==> config.mk <==
export PLATFORM = sky130hd
export DESIGN_NAME = lvds_frame_rx
export DESIGN_NICKNAME = d
export VERILOG_FILES = /design/src/rtl/lvds_frame_rx_pkg.sv /design/src/rtl/lvds_shift_in.sv /design/src/rtl/lvds_frame_rx.sv
export SDC_FILE = /design/constraint.sdc
export NUM_CORES = 1
export LEC_CHECK = 0
export BUFFER_PORTS_ARGS = -buffer_cell sky130_fd_sc_hd__buf_2
export CAP_MARGIN = 25
export CORE_MARGIN = 2
export CORE_UTILIZATION = 54
export CTS_CLUSTER_DIAMETER = 40
export DETAILED_ROUTE_END_ITERATION = 8
export PLACE_DENSITY_LB_ADDON = 0.1
export SETUP_SLACK_MARGIN = 0.1
export SLEW_MARGIN = 10
export SYNTH_ARGS = -nofsm -noshare
export SYNTH_HDL_FRONTEND = slang
export SYNTH_HIERARCHICAL = 1
export SYNTH_SLANG_ARGS = --single-unit
export TNS_END_PERCENT = 30
==> constraint.sdc <==
create_clock -name clk -period 2 [get_ports clk]
set_clock_uncertainty 0.2 [all_clocks]
set_input_delay 0.4 -clock clk [delete_from_list [all_inputs] [get_ports clk]]
set_output_delay 0.4 -clock clk [all_outputs]
set_load 0.005 [all_outputs]
==> src/rtl/lvds_frame_rx_pkg.sv <==
// ---------------------------------------------------------------------------
// lvds_frame_rx_pkg
// Shared definitions for the LVDS frame receiver:
//   - default channel count / bits per channel
//   - serial line levels for start and stop bits
//   - 3-bit FSM state encodings and the state enum built from them
// Optional feature macro used by the receiver: LVDS_PARITY_EN
// ---------------------------------------------------------------------------
package lvds_frame_rx_pkg;

    localparam int LVDS_CH_NUM_DEFAULT    = 2;
    localparam int LVDS_BUFF_SIZE_DEFAULT = 8;

    localparam logic START_BIT_LEVEL = 1'b0;
    localparam logic STOP_BIT_LEVEL  = 1'b1;

    localparam logic [2:0] ST_IDLE   = 3'd0;
    localparam logic [2:0] ST_DATA   = 3'd1;
    localparam logic [2:0] ST_PAR    = 3'd2;
    localparam logic [2:0] ST_STOP   = 3'd3;
    localparam logic [2:0] ST_RESYNC = 3'd4;

    typedef enum logic [2:0] {
        S_IDLE   = ST_IDLE,
        S_DATA   = ST_DATA,
        S_PAR    = ST_PAR,
        S_STOP   = ST_STOP,
        S_RESYNC = ST_RESYNC
    } lvds_rx_state_t;

endpackage

==> src/rtl/lvds_shift_in.sv <==
// ---------------------------------------------------------------------------
// lvds_shift_in
// W-bit serial-in shift register with a payload bit counter.
// Ports:
//   clk      clock
//   rst      synchronous reset, active-high (clears register and counter)
//   i_clear  clear the bit counter (start of a new frame)
//   i_shift  shift i_bit in and advance the counter
//   i_bit    serial data bit
//   o_data   current shift register contents
//   o_done   high in the cycle the W-th bit is being shifted in
// MSB_FIRST = 0: new bit enters bit W-1 and the register moves toward the LSB,
//                so the first bit received ends up in bit 0.
// MSB_FIRST = 1: new bit enters bit 0 and the register moves toward the MSB,
//                so the first bit received ends up in bit W-1.
// ---------------------------------------------------------------------------
module lvds_shift_in #(
    parameter int W         = 16,
    parameter int MSB_FIRST = 0
)(
    input  logic         clk,
    input  logic         rst,
    input  logic         i_clear,
    input  logic         i_shift,
    input  logic         i_bit,
    output logic [W-1:0] o_data,
    output logic         o_done
);

    localparam int CW = $clog2(W + 1);

    logic [W-1:0]  r_sr;
    logic [CW-1:0] r_cnt;
    logic [W-1:0]  w_sr_next;

    // Per-bit neighbour selection for the shift direction.
    genvar gi;
    generate
        for (gi = 0; gi < W; gi++) begin : g_bit
            if (MSB_FIRST != 0) begin : g_msb
                if (gi == 0) begin : g_in
                    assign w_sr_next[gi] = i_bit;
                end else begin : g_mv
                    assign w_sr_next[gi] = r_sr[gi-1];
                end
            end else begin : g_lsb
                if (gi == W - 1) begin : g_in
                    assign w_sr_next[gi] = i_bit;
                end else begin : g_mv
                    assign w_sr_next[gi] = r_sr[gi+1];
                end
            end
        end
    endgenerate

    always_ff @(posedge clk) begin
        if (rst) begin
            r_sr  <= '0;
            r_cnt <= '0;
        end else begin
            if (i_clear) begin
                r_cnt <= '0;
            end else if (i_shift) begin
                r_cnt <= r_cnt + CW'(1);
            end
            if (i_shift) begin
                r_sr <= w_sr_next;
            end
        end
    end

    assign o_data = r_sr;
    assign o_done = i_shift && (r_cnt == CW'(W - 1));

endmodule

==> src/rtl/lvds_frame_rx.sv <==
// ---------------------------------------------------------------------------
// lvds_frame_rx
// Serial frame receiver: start bit (0), W = CH_NUM*BUFF_SIZE payload bits,
// optional even-parity bit, stop bit (1). One bit sampled per clk.
// Ports:
//   clk         clock, rx sampled on the rising edge
//   rst         synchronous reset, active-high
//   rx          serial line, idles high
//   data_out    received payload, held until accepted
//   data_valid  data_out holds an unaccepted word
//   data_ready  consumer accepts when data_valid & data_ready
//   busy        receiver is in any state other than IDLE
//   frame_err   one-cycle pulse: stop bit sampled low
//   overrun     one-cycle pulse: new word dropped, previous still pending
//   parity_err  (LVDS_PARITY_EN only) one-cycle pulse: parity mismatch
//   err_cnt     saturating count of cycles carrying any error pulse
// Build option: define LVDS_PARITY_EN to add the parity bit, PAR state and
// the parity_err port (frame length W+3 instead of W+2).
// ---------------------------------------------------------------------------
module lvds_frame_rx
    import lvds_frame_rx_pkg::*;
#(
    parameter int CH_NUM    = LVDS_CH_NUM_DEFAULT,
    parameter int BUFF_SIZE = LVDS_BUFF_SIZE_DEFAULT,
    parameter int MSB_FIRST = 0,
    parameter int ERR_CNT_W = 8
)(
    input  logic                        clk,
    input  logic                        rst,
    input  logic                        rx,
    output logic [CH_NUM*BUFF_SIZE-1:0] data_out,
    output logic                        data_valid,
    input  logic                        data_ready,
    output logic                        busy,
    output logic                        frame_err,
    output logic                        overrun,
`ifdef LVDS_PARITY_EN
    output logic                        parity_err,
`endif
    output logic [ERR_CNT_W-1:0]        err_cnt
);

    localparam int W = CH_NUM * BUFF_SIZE;

    lvds_rx_state_t r_state;
    lvds_rx_state_t w_state_next;

    logic [W-1:0]         r_data_out;
    logic                 r_data_valid;
    logic                 r_frame_err;
    logic                 r_overrun;
    logic [ERR_CNT_W-1:0] r_err_cnt;

    logic         w_clear;
    logic         w_shift;
    logic         w_done;
    logic [W-1:0] w_sr;
    logic         w_stop_good;
    logic         w_stop_bad;
    logic         w_parity_bad;
    logic         w_parity_err;
    logic         w_word_ok;
    logic         w_accept;
    logic         w_overrun;
    logic         w_any_err;

    lvds_shift_in #(
        .W         (W),
        .MSB_FIRST (MSB_FIRST)
    ) u_shift_in (
        .clk     (clk),
        .rst     (rst),
        .i_clear (w_clear),
        .i_shift (w_shift),
        .i_bit   (rx),
        .o_data  (w_sr),
        .o_done  (w_done)
    );

`ifdef LVDS_PARITY_EN
    logic r_par_bit;
    logic r_parity_err;

    always_ff @(posedge clk) begin
        if (rst) begin
            r_par_bit <= 1'b0;
        end else if (r_state == S_PAR) begin
            r_par_bit <= rx;
        end
    end

    // Even parity: payload bits plus parity bit must XOR to zero.
    assign w_parity_bad = ^{w_sr, r_par_bit};
`else
    assign w_parity_bad = 1'b0;
`endif

    always_ff @(posedge clk) begin
        if (rst) begin
            r_state <= S_IDLE;
        end else begin
            r_state <= w_state_next;
        end
    end

    always_comb begin
        w_state_next = r_state;
        w_clear      = 1'b0;
        w_shift      = 1'b0;
        w_stop_good  = 1'b0;
        w_stop_bad   = 1'b0;
        case (r_state)
            S_IDLE: begin
                if (rx == START_BIT_LEVEL) begin
                    w_clear      = 1'b1;
                    w_state_next = S_DATA;
                end
            end
            S_DATA: begin
                w_shift = 1'b1;
                if (w_done) begin
`ifdef LVDS_PARITY_EN
                    w_state_next = S_PAR;
`else
                    w_state_next = S_STOP;
`endif
                end
            end
`ifdef LVDS_PARITY_EN
            S_PAR: begin
                w_state_next = S_STOP;
            end
`endif
            S_STOP: begin
                if (rx == STOP_BIT_LEVEL) begin
                    w_stop_good  = 1'b1;
                    w_state_next = S_IDLE;
                end else begin
                    w_stop_bad   = 1'b1;
                    w_state_next = S_RESYNC;
                end
            end
            S_RESYNC: begin
                // Hold off until the line returns high so a stuck-low line
                // cannot be mistaken for a stream of start bits.
                if (rx == STOP_BIT_LEVEL) begin
                    w_state_next = S_IDLE;
                end
            end
            default: begin
                w_state_next = S_IDLE;
            end
        endcase
    end

    // A bad stop bit masks any parity result for the same frame.
    assign w_parity_err = w_stop_good & w_parity_bad;
    assign w_word_ok    = w_stop_good & ~w_parity_bad;
    // The pending word can be replaced in the same cycle it is accepted.
    assign w_accept     = w_word_ok & (~r_data_valid | data_ready);
    assign w_overrun    = w_word_ok & r_data_valid & ~data_ready;
    assign w_any_err    = w_stop_bad | w_parity_err | w_overrun;

    always_ff @(posedge clk) begin
        if (rst) begin
            r_data_out   <= '0;
            r_data_valid <= 1'b0;
            r_frame_err  <= 1'b0;
            r_overrun    <= 1'b0;
            r_err_cnt    <= '0;
        end else begin
            r_frame_err <= w_stop_bad;
            r_overrun   <= w_overrun;
            if (w_accept) begin
                r_data_out   <= w_sr;
                r_data_valid <= 1'b1;
            end else if (r_data_valid && data_ready) begin
                r_data_valid <= 1'b0;
            end
            if (w_any_err && (r_err_cnt != {ERR_CNT_W{1'b1}})) begin
                r_err_cnt <= r_err_cnt + ERR_CNT_W'(1);
            end
        end
    end

`ifdef LVDS_PARITY_EN
    always_ff @(posedge clk) begin
        if (rst) begin
            r_parity_err <= 1'b0;
        end else begin
            r_parity_err <= w_parity_err;
        end
    end

    assign parity_err = r_parity_err;
`endif

    assign data_out   = r_data_out;
    assign data_valid = r_data_valid;
    assign busy       = (r_state != S_IDLE);
    assign frame_err  = r_frame_err;
    assign overrun    = r_overrun;
    assign err_cnt    = r_err_cnt;

endmodule

[Word-level counts from Yosys, hierarchy flattened]
Cells that the tools add are included.
Operators by class
  add/subtract/negate cells: 2
  eq/ne operators: 8
  mux-type cells: 13
  bitwise logic cells: 7
  reduce and logical (&&, ||, !) cells: 8
Operators with widths (count)
  $mux W3: 4
  $pmux W3 S4: 1
  $add A8 B1 Y8 const B: 1
  $mux W1: 8
  $ne A8 B8 Y1 const B: 1
  $add A5 B1 Y5 const B: 1
  $eq A5 B4 Y1 const B: 1
  $ne A2 B2 Y1 const B: 2
  $and A1 B1 Y1: 3
  $eq A3 B1 Y1 const B: 1
  $eq A3 B2 Y1 const B: 1
  $eq A3 B3 Y1 const B: 1
  $logic_and A1 B1 Y1: 3
  $logic_not A3 Y1: 1
  $reduce_and A3 Y1: 1
  $reduce_bool A3 Y1: 1
  $ne A2 B1 Y1 const B: 1
  $not A1 Y1: 2
  $or A1 B1 Y1: 2
  $reduce_bool A2 Y1: 1
  $reduce_or A2 Y1: 1
Word-level totals
  flip-flop bits (word level): 51
  input bits: 4
  output and inout port bits: 28
  logic and storage cells: 46

[Longest topological paths before layout]
Gate-level depths: netlist of run 1.
  depth in word-level cells: 6
  gate-level depth with buffers: 7
  gate-level depth less buffers: 5

[By module]
Netlist of run 1, hierarchy kept.
Modules (own cells, without submodules)
  lvds_frame_rx: instances 1, cells an instance 137, area an instance 1248.7 um^2, seq. area each 600.6 um^2
  lvds_shift_in: instances 1, cells an instance 77, area an instance 830.8 um^2, seq. area each 420.4 um^2

[Least setup slack after synthesis of run 1]
OpenSTA, ideal clock, no wires.
  path type: in2reg
  start: in data_ready
  end: reg r_err_cnt[5], in the netlist err_cnt[5]
  library setup time: 0.121 ns
  arrival time: 1.336 ns
  data required time: 1.679 ns
  setup slack: 0.343 ns
  stages on the path: 5
  buffers on the path: 1
  cells stage by stage: nand2b_4 buf_6 a211oi_4 nand3_2 mux2_4
On the way
  word-level cells in the longest chain between the ends: 4
Ends and longest elaborated chain
  start: declaration: line lvds_frame_rx.sv:33  | input logic data_ready,
  $not A1 Y1: line lvds_frame_rx.sv:161  | assign w_overrun = w_word_ok & r_data_valid & ~data_ready;
  $and A1 B1 Y1: line lvds_frame_rx.sv:161
  $or A1 B1 Y1: line lvds_frame_rx.sv:162  | assign w_any_err = w_stop_bad | w_parity_err | w_overrun;
  $logic_and A1 B1 Y1: line lvds_frame_rx.sv:180  | if (w_any_err && (r_err_cnt != {ERR_CNT_W{1'b1}})) begin
  end signal: assignment: line lvds_frame_rx.sv:181  | r_err_cnt <= r_err_cnt + ERR_CNT_W'(1);
  end: declaration: line lvds_frame_rx.sv:52  | logic [ERR_CNT_W-1:0] r_err_cnt;
No other way between the ends.
A chain may end at the register's enable or synchronous reset.

[Final worst setup path of run 1]
  start: reg r_state[1]
  end: out busy
On the way
  word-level cells in the longest chain between the ends: 1
Ends and longest elaborated chain
  start: declaration: line lvds_frame_rx.sv:45  | lvds_rx_state_t r_state;
  start signal: assignment: line lvds_frame_rx.sv:102  | r_state <= w_state_next;
  $reduce_bool A3 Y1: line lvds_frame_rx.sv:200  | assign busy = (r_state != S_IDLE);
  end: declaration: line lvds_frame_rx.sv:34  | output logic busy,
No other way between the ends.

==> results of run 1 <==
-- worst max-delay path, cell delays in order, from the launching register on --
cell and delay, ps:
dfxtp_2 360, or3_1 400, buf_2 140
-- through the flow --
| stage | instance area [µm²] | util (%) | setup slack [ps] | power (W) |
|---|---|---|---|---|
| finish | 2300 | 62.4 | 206 | 0.00163 |
| global route | 2300 | 62.4 | 140 | 0.00171 |
| CTS | 2300 | 62.3 | 155 | 0.00165 |
| detailed placement | 2230 | 60.4 | 242 | 0.00113 |
| global placement | 2230 | 60.4 | 275 | 0.00112 |
| floorplan | 2080 | - | 343 | 0.00112 |
-- path summary, 6_finish.rpt --
| check | endpoint | slack (ps) | cells past startpoint | from |
|---|---|---|---|---|
| setup / recovery | busy | 210 | 2 | r_state[1]$_SDFFE_PP0P_ |
| hold / removal | data_out[10]$_SDFFE_PP0P_ | 250 | 2 | data_out[10]$_SDFFE_PP0P_ |
| setup reg to reg | err_cnt[1]$_SDFFE_PP0P_ | 260 | 5 | err_cnt[0]$_SDFFE_PP0P_ |
| hold reg to reg | data_out[10]$_SDFFE_PP0P_ | 250 | 2 | data_out[10]$_SDFFE_PP0P_ |
-- registers in the layout, summed over array words and instances, names as in the netlist --
| signal | flops |
|---|---|
| data_out | 16 |
| data_valid | 1 |
| err_cnt | 8 |
| frame_err | 1 |
| overrun | 1 |
| r_state | 3 |
| u_shift_in/o_data | 16 |
| u_shift_in/r_cnt | 5 |
-- logic make-up (layout without fill, tap and decap cells) --
group	after synthesis	in the layout	share of synthesized area (%)
simple gates	88	88	21.3
flops	51	51	49.1
compound gates	34	34	11.4
mux	20	20	9.93
buf+inv	16	44	5.66
fa+ha+maj	3	3	1.81
xor+xnor	2	2	0.843
-- area by class of cell --
class	instances	area, µm²
fill	341	1390
sequential	51	1020
multi-input combinational	147	946
timing repair buffer	36	193
clock buffer	6	72.6
tap	48	60.1
inverter	2	7.51
-- cells in the mapped netlist, types with 2 or more instances --
library cell  count
buf_4             3
nor2_1           26
and3b_1           2
nand3_1           2
ha_1              3
and4_1            2
nor2b_1           2
dfxtp_1          51
nand2_1          33
and4b_1           2
a211oi_1          3
xnor2_1           2
nor3_1            6
and3_1            2
buf_6             6
mux2i_1          18
a211oi_2          2
a21oi_1          21
clkbuf_1          4
inv_1             2
-- per-layer routing --
layer	global-route usage [%]	share of wire, %	vias to the layer above
met1	21.2	45	747
met5	0	0	-
met2	34.6	51	27
li1	-	-	787
met4	6.12	0.60	0
met3	5.62	3.1	2
-- where the power goes --
| group | switching, W | internal (W) | total (W) |
|---|---|---|---|
| Sequential | 0.00000622 | 0.00102 | 0.00103 |
| Combinational | 0.0000463 | 0.0000294 | 0.0000757 |
| Clock | 0.000290 | 0.000234 | 0.000523 |
| Total | 0.000342 | 0.00128 | 0.00163 |
==> impl_summary.txt, run 1 <==
----------------------------------------------------
[Placement]
  Half-perimeter wire length after detailed placement ... 2.65 mm
  Quantity of I/O buffers inserted on ports ... 31
  Final Wtd Congestion ... about 0.73
  Placed Cells incl. Taps ... 284

[Global route]
  Largest net degree at the start of global routing ... 32
  First-pass GRT wire length ... between 6 and 7 mm
  Global route overflow ... 0
  Via count of the first global-routing pass ... approximately 1,500
  Overall fraction of global-route tracks in use ... roughly a fifth
  Initial antenna violation count ... 0

[Clocking]
  Maximum number of buffers from clock root to sink ... 2
  Number of gates given a new drive strength after cts ... 0
  Clock transition time at the flip-flop clock pins of the worst setup and hold paths ... approximately 80 ps
  Post-CTS Hold Buffers ... 0
  Level count of the clock H-tree ... 2
  Clock tree root driver cell ... clkbuf_8
  Clk Latency, worst-skew pair ... 290 ps
  Number of buffers added by the clock tree synthesis step ... 5
  TritonCTS clock tree ... yes
  Clock sink total ... 51
  Post-CTS Setup Repair Bufs ... 0

[Drt]
  Via count ... approximately 1,600
  # DRC ... 0
  Number of vias per cell after detailed routing ... about 5.4
  Detailed router's first-iteration violation count ... 62
  Routed WL per cell ... 13.2 µm
  Total wirelength of the detailed-routed design ... around 3.8 mm
  DRT antenna net count ... 0
  Number of iterations in the first detailed-routing pass ... 4

[Run]
  Max capacitance violation total ... 0

[Yosys]
  Top cell type by total area after synthesis ... dfxtp_1
  Instance count of the mapped netlist ... approximately 210
  Post-synthesis net count ... around 220
  Mean Syn Cell Area ... between 9 and 10 µm²
  Count of flip-flops with a built-in enable after synthesis ... 0
  Top flip-flop cell by instance count after synthesis ... dfxtp_1
  Post-synth top area share ... roughly half
  Synthesized cell area ... 2080 µm²
  Synth cell types ... 42
  Dominant cells by area after synthesis ... dfxtp_1, mux2i_1, nand2_1
  YS warnings ... 6
  Sequential-to-total area share from yosys stat ... roughly half
  Async set-or-reset flop fraction in the synthesized netlist ... 0%
  Yosys reg bits ... between 50 and 60

[Layout]
  Most frequent standard cell in the layout excluding fill and tap cells ... dfxtp_1
  Post-synthesis to final-layout area growth ... 10.6%
  Antenna cell count ... 0
  Fraction of final layout cells sized beyond drive strength 1 ... around 22%
  Count of nets after finishing ... 250
  Layout Cells excl Fill ... 290
  Commonest cells after routing, fill and taps aside ... dfxtp_1, nand2_1, buf_2

[STA]
  Relative slew slack ... between 60% and 70%
  Final TNS setup ... 0 ps
  Transition time at the pin with the least slew margin ... 552 ps
  Crit share post-route ... between 80% and 90%
  Period minus WS final ... 1790 ps
  Unrepaired setup endpoints after global routing ... no
  Final Hold Slack ... between 200 and 300 ps
  Number of setup violations in the final report ... 0
  Timing-limited maximum frequency ... 557 MHz
  Count of final max-slew check failures ... 0
  Final hold violation count ... 0

[Critical path]
  CP Max Fanout ... 6
  Data arrival time of the critical path ... around 1200 ps
  Worst setup path category ... register to output pin
  Critical Path Start Type ... register
  Required time of the critical path ... roughly 1400 ps
  Kind of end point of the critical path ... output pin

[Floorplan]
  Die X-Extent ... approximately 66 µm
  Core area ... around 3700 µm²
  Vertical extent of the die ... around 66 µm
  Die outline area ... about 4400 µm²
  Top Ports ... 32
  Effective utilization at floorplan ... roughly 56%
  FP Rows ... 22

[Pwr]
  Power density over cell area ... roughly 710 nW/µm²
  Leakage ... a little under 1 nW
  IR drop worst, VDD ... 0.460 mV

[Min path]
  Kind of path behind the tightest hold check ... register to register

[Outcome]
  Result of the run ... complete, no violations

----------------------------------------------------
Power figures use the tool's default switching activity.
==> run 2, diff against run 1 <==
clock period = 2.1 ns   (was 2 ns; I/O delays follow)
==> run 2 against run 1 <==
Against the previous run: final cell count is 0.69% higher; hold slack is essentially flat; non-clock buffer count is the same; count of clock-buffer cells in the layout is the same; setup slack gained 33 ps; core utilization up 0.31 points; via count decreased by 1.3%; first-iteration DRC count grew 18%; sequential power down 5%.
==> impl_summary.txt, run 2 (synthesis gave the netlist of run 1 again) <==
----------------------------------------------------
[Clocking]
  TritonCTS clock tree ... yes (unchanged)
  Clock transition time at the flip-flop clock pins of the worst setup and hold paths ... 80 ps (about the same)
  Number of gates given a new drive strength after cts ... 0 (unchanged)
  Number of buffers added by the clock tree synthesis step ... 5 (unchanged)
  Clock sink total ... 51 (unchanged)
  Level count of the clock H-tree ... 2 (unchanged)
  Post-CTS Setup Repair Bufs ... 0 (unchanged)
  Post-CTS Hold Buffers ... 0 (unchanged)
  Clk Latency, worst-skew pair ... 300 ps (was 290 ps)
  Maximum number of buffers from clock root to sink ... 2 (unchanged)
  Clock tree root driver cell ... clkbuf_8 (unchanged)

[Critical path]
  Master of the slowest instance on the critical path ... or3_1 (unchanged)
  Sum of buffers and inverters on the critical path ... 1 (unchanged)
  Kind of end point of the critical path ... output pin (unchanged)
  Worst setup path category ... register to output pin (unchanged)
  Worst reg-to-reg setup slack ... 300 ps (was 260 ps)
  Crit path cell chain ... or3_1 > buf_2 (unchanged)
  Data arrival time of the critical path ... 1240 ps (was 1190 ps)
  Slowest cell delay on critical path ... 420 ps (was 400 ps)
  CP Max Fanout ... 6 (unchanged)
  Cell class contributing the biggest share of worst-path delay ... simple AND/OR/NAND/NOR gates (unchanged)
  Critical Path Start Type ... register (unchanged)
  Required time of the critical path ... 1480 ps (was 1400 ps)

[Drt]
  DRT antenna net count ... 0 (unchanged)
  Total wirelength of the detailed-routed design ... 3.73 mm (was 3.82 mm)
  Number of iterations in the first detailed-routing pass ... 4 (unchanged)
  Number of vias per cell after detailed routing ... 5.28 (was 5.39)
  Detailed router's first-iteration violation count ... 73 (was 62)
  # DRC ... 0 (unchanged)
  Routed WL per cell ... 12.8 µm (was 13.2 µm)
  Via count ... 1,543 (was 1,563)

[Global route]
  Overall fraction of global-route tracks in use ... 19.2% (was 19.1%)
  Initial antenna violation count ... 0 (unchanged)
  Via count of the first global-routing pass ... 1,447 (was 1,452)
  Largest net degree at the start of global routing ... 32 (unchanged)
  Global route overflow ... 0 (unchanged)
  First-pass GRT wire length ... 6.44 mm (was 6.30 mm)

[STA]
  Final TNS setup ... 0 ps (unchanged)
  Final hold violation count ... 0 (unchanged)
  Count of final max-slew check failures ... 0 (unchanged)
  Number of setup violations in the final report ... 0 (unchanged)
  Crit share post-route ... approximately nine tenths
  Relative slew slack ... 57.2% (was 63.2%)
  Period minus WS final ... 1860 ps
  Transition time at the pin with the least slew margin ... 642 ps (was 552 ps)
  Unrepaired setup endpoints after global routing ... no (unchanged)
  Min setup slack post-route ... 239 ps (was 206 ps)
  Timing-limited maximum frequency ... 537 MHz

[Placement]
  Half-perimeter wire length after detailed placement ... 2.56 mm (was 2.65 mm)
  Quantity of I/O buffers inserted on ports ... 31 (unchanged)
  Final Wtd Congestion ... 0.764 (was 0.732)
  Pre-CTS setup slack ... 273 ps (was 242 ps)

[Pwr]
  Power density over cell area ... 686 nW/µm² (was 707 nW/µm²)
  Leakage ... 0.966 nW (was 0.962 nW)
  IR drop worst, VDD ... 0.520 mV (was 0.460 mV)

[Layout]
  Count of nets after finishing ... 250 (unchanged)
  Fraction of final layout cells sized beyond drive strength 1 ... 22.5% (was 22.3%)
  Commonest cells after routing, fill and taps aside ... dfxtp_1, nand2_1, buf_2 (unchanged)
  Post-synthesis to final-layout area growth ... 11.2% (was 10.6%)
  Most frequent standard cell in the layout excluding fill and tap cells ... dfxtp_1 (unchanged)
  Number of fill cells ... 342 (was 341)
  Antenna cell count ... 0 (unchanged)

[Floorplan]
  Core area ... 3690 µm² (unchanged)
  Vertical extent of the die ... 66.1 µm (unchanged)
  Die outline area ... 4360 µm² (unchanged)
  Effective utilization at floorplan ... 56.4% (unchanged)
  FP Rows ... 22 (unchanged)
  Die X-Extent ... 66.1 µm (unchanged)
  Top Ports ... 32 (unchanged)

[Outcome]
  Result of the run ... complete, no violations (unchanged)

[Run]
  Max capacitance violation total ... 0 (unchanged)

[Min path]
  Kind of path behind the tightest hold check ... register to register (unchanged)

----------------------------------------------------
-- run 2: per-layer routing --
| metal | wire (µm) | vias up | global-route usage [%] |
|---|---|---|---|
| met1 | 1720 | 725 | 24.4 |
| met4 | 36 | 0 | 5.36 |
| met2 | 1820 | 27 | 32.3 |
| met3 | 156 | 4 | 5.11 |
| li1 | - | 787 | - |
| met5 | 0 | - | 0 |
-- run 2: power by group --
group	total [W]	switching (W)	internal, W
clock network	0.000535	0.000302	0.000233
logic	0.0000726	0.0000434	0.0000292
registers	0.000978	0.00000606	0.000972
-- run 2: path summary, 6_finish.rpt --
kind                                          startpoint                   endpoint  cells after the start
worst max register to register   r_state[1]$_SDFFE_PP0P_  data_out[13]$_SDFFE_PP0P_                      4
worst min-delay path            data_out[9]$_SDFFE_PP0P_   data_out[9]$_SDFFE_PP0P_                      2
worst min register to register  data_out[9]$_SDFFE_PP0P_   data_out[9]$_SDFFE_PP0P_                      2
worst max-delay path             r_state[1]$_SDFFE_PP0P_                       busy                      2
-- run 2: layout make-up --
class / instances / area (µm²) / area share, %
Timing Repair Buffer: 36 / 193 / 8.33
Inverter: 2 / 7.51 / 0.325
Tap cell: 48 / 60.1 / 2.60
Multi-Input combinational cell: 147 / 946 / 40.9
Sequential cell: 51 / 1020 / 44.2
Clock buffer: 6 / 72.6 / 3.14
Clock inverter: 2 / 12.5 / 0.541
-- run 2: tightest hold or removal path: stages (launching register included) --
cell	delay, ps
dfxtp_1	310
nand2_1	50
a21oi_1	50
-- run 2: metrics by stage --
| step | instances | instance area [µm²] | hold WS (ps) | util, % | power (W) |
|---|---|---|---|---|---|
| after floorplan | 214 | 2080 | 231 | - | 0.00106 |
| after global placement | 284 | 2230 | 240 | 60.4 | 0.00107 |
| after detailed placement | 284 | 2230 | 245 | 60.4 | 0.00107 |
| after CTS | 292 | 2310 | 258 | 62.7 | 0.00161 |
| after global routing | 292 | 2310 | 282 | 62.7 | 0.00166 |
| final | 292 | 2310 | 253 | 62.7 | 0.00159 |
==> run 3, diff against run 2 <==
CORE_UTILIZATION = 40   (was 54)
==> run 3 against run 2 <==
Against the previous run: hold slack worse by 58 ps; wire length is 1.3% higher; final cell count is 7.2% higher; register-to-register slack better by 80 ps; first-iteration DRC count is 26% lower; core utilization is 16 points lower; die area is 33% higher; clock power is 5.4% higher; count of clock-buffer cells in the layout stayed put; critical path depth stayed put; largest power group unchanged.
==> impl_summary.txt, run 3 (synthesis gave the netlist of run 1 again) <==
----------------------------------------------------
[Outcome]
  Result of the run ... complete, no violations (unchanged)

[Min path]
  Hold Path Sink ... r_state[2]$_SDFFE_PP0P_ (was data_out[9]$_SDFFE_PP0P_)
  Hold Path Cell Cnt ... 2 (unchanged)
  HP Start ... rx (was data_out[9]$_SDFFE_PP0P_)
  Kind of path behind the tightest hold check ... input pin to register (was register to register)

[Placement]
  Half-perimeter wire length after detailed placement ... 2.49 mm (was 2.56 mm)
  Quantity of I/O buffers inserted on ports ... 31 (unchanged)
  Placed Cells incl. Taps ... 306 (was 284)
  Final Wtd Congestion ... 0.752 (was 0.764)

[Global route]
  Initial antenna violation count ... 0 (unchanged)
  Overall fraction of global-route tracks in use ... 14.0% (was 19.2%)
  GRT met2 Usage ... 22.9% (was 32.3%)
  Largest net degree at the start of global routing ... 30 (was 32)
  Met3 usage ... 4.03% (was 5.11%)
  Via count of the first global-routing pass ... 1,441 (was 1,447)
  Global route overflow ... 0 (unchanged)
  Most used routing layer in global routing ... met2 (unchanged)
  First-pass GRT wire length ... 6.64 mm (was 6.44 mm)
  Met1 layer usage reported by global route ... 17.5% (was 24.4%)

[Clocking]
  Maximum number of buffers from clock root to sink ... 2 (unchanged)
  Number of buffers added by the clock tree synthesis step ... 5 (unchanged)
  TritonCTS clock tree ... yes (unchanged)
  Post-CTS Setup Repair Bufs ... 0 (unchanged)
  Number of gates given a new drive strength after cts ... 0 (unchanged)
  Level count of the clock H-tree ... 2 (unchanged)
  Clk Latency, worst-skew pair ... 300 ps (about the same)
  Clock sink total ... 51 (unchanged)
  Clock transition time at the flip-flop clock pins of the worst setup and hold paths ... 90 ps (was 80 ps)
  Clock tree root driver cell ... clkbuf_8 (unchanged)
  Post-CTS Hold Buffers ... 0 (unchanged)

[Critical path]
  Required time of the critical path ... 1480 ps (about the same)
  Crit path cell chain ... or3_1 > buf_2 (unchanged)
  Reg2reg start ... err_cnt[0]$_SDFFE_PP0P_ (was r_state[1]$_SDFFE_PP0P_)
  CP Max Fanout ... 6 (unchanged)
  Critical Path Start Type ... register (unchanged)
  Kind of end point of the critical path ... output pin (unchanged)
  Master of the slowest instance on the critical path ... or3_1 (unchanged)
  Number of cell instances on the worst register-to-register path ... 5 (was 4)
  Worst setup path category ... register to output pin (unchanged)
  Data arrival time of the critical path ... 1240 ps (about the same)
  Slowest cell delay on critical path ... 410 ps (was 420 ps)
  Destination of the worst register-to-register timing path ... err_cnt[6]$_SDFFE_PP0P_ (was data_out[13]$_SDFFE_PP0P_)
  Worst reg-to-reg setup slack ... 380 ps (was 300 ps)

[STA]
  Count of final max-slew check failures ... 0 (unchanged)
  Period minus WS final ... 1860 ps (about the same)
  Timing-limited maximum frequency ... 538 MHz (was 537 MHz)
  Transition time at the pin with the least slew margin ... 449 ps (was 642 ps)
  Relative slew slack ... 70.0% (was 57.2%)
  Final hold violation count ... 0 (unchanged)
  Unrepaired setup endpoints after global routing ... no (unchanged)
  Crit share post-route ... 88.5% (was 88.6%)
  Final TNS setup ... 0 ps (unchanged)
  Number of setup violations in the final report ... 0 (unchanged)

[Layout]
  Commonest cells after routing, fill and taps aside ... dfxtp_1, nand2_1, buf_2 (unchanged)
  Most frequent standard cell in the layout excluding fill and tap cells ... dfxtp_1 (unchanged)
  Layout Cells excl Fill ... 313 (was 292)
  Post-synthesis to final-layout area growth ... 13.8% (was 11.2%)
  Antenna cell count ... 0 (unchanged)
  Count of nets after finishing ... 250 (unchanged)
  Fraction of final layout cells sized beyond drive strength 1 ... 22.6% (was 22.5%)

[Floorplan]
  FP Rows ... 26 (was 22)
  Top Ports ... 32 (unchanged)
  Vertical extent of the die ... 76.1 µm (was 66.1 µm)
  Die X-Extent ... 76.1 µm (was 66.1 µm)
  Effective utilization at floorplan ... 41.0% (was 56.4%)
  Die outline area ... 5790 µm² (was 4360 µm²)
  Core area ... 5070 µm² (was 3690 µm²)

[Drt]
  Routed WL per cell ... 12.1 µm (was 12.8 µm)
  # DRC ... 0 (unchanged)
  Detailed router's first-iteration violation count ... 54 (was 73)
  Total wirelength of the detailed-routed design ... 3.78 mm (was 3.73 mm)
  DRT antenna net count ... 0 (unchanged)
  Via count ... 1,508 (was 1,543)
  Number of iterations in the first detailed-routing pass ... 4 (unchanged)
  Number of vias per cell after detailed routing ... 4.82 (was 5.28)

[Run]
  Max capacitance violation total ... 0 (unchanged)

[Pwr]
  Power density over cell area ... 685 nW/µm² (was 686 nW/µm²)
  Leakage ... 0.980 nW (was 0.966 nW)
  IR drop worst, VDD ... 0.283 mV (was 0.520 mV)

----------------------------------------------------
## run 3: report_power, final
part / total [W] / switching (W) / internal (W)
clock: 0.000564 / 0.000304 / 0.000259
sequential: 0.000979 / 0.00000611 / 0.000972
combinational: 0.0000785 / 0.0000452 / 0.0000333
total: 0.00162 / 0.000356 / 0.00126
## run 3: worst max path at each step
stage	from	endpoint	slack (ps)	cells past startpoint
2_1_floorplan	data_ready	err_cnt[5]$_SDFFE_PP0P_	420	5
3_3_place_gp	data_ready	err_cnt[5]$_SDFFE_PP0P_	340	5
3_5_place_dp	data_ready	err_cnt[5]$_SDFFE_PP0P_	340	5
4_1_cts	r_state[1]$_SDFFE_PP0P_	busy	220	2
5_1_grt	r_state[1]$_SDFFE_PP0P_	busy	170	2
6_report	r_state[1]$_SDFFE_PP0P_	busy	240	2
## run 3: final cells by class
class                   instances  area, µm²
fillers                       526       2710
multi-input cells             147        946
flip-flops and latches         51       1020
inverters                       2       7.51
repair buffers                 36        218
clock buffers                   6       82.6
well taps                      70       87.6
clock inverters                 1       5.00
## run 3: routing by layer
layer / vias to the layer above / wire [µm]
met1: 684 / 1820
met3: 6 / 174
met2: 29 / 1730
met5: - / 0
met4: 0 / 55
li1: 789 / -
## run 3: worst max-delay path: cells and delay by family, from the launching register on
kind,cells,cell delay [ps]
flip-flops,1,390
AND/OR/NAND/NOR,1,410
buffers and inverters,1,140
## run 3: metrics by stage
step | setup WS (ps) | total power (W) | hold slack (ps) | area [µm²] | utilization (%)
finish | 240 | 0.00162 | 195 | 2370 | 46.6
global placement | 342 | 0.00108 | 242 | 2280 | 44.9
global route | 169 | 0.00169 | 210 | 2370 | 46.6
CTS | 225 | 0.00165 | 177 | 2370 | 46.6
detailed placement | 336 | 0.00108 | 245 | 2280 | 44.9
floorplan | 423 | 0.00106 | 231 | 2080 | -
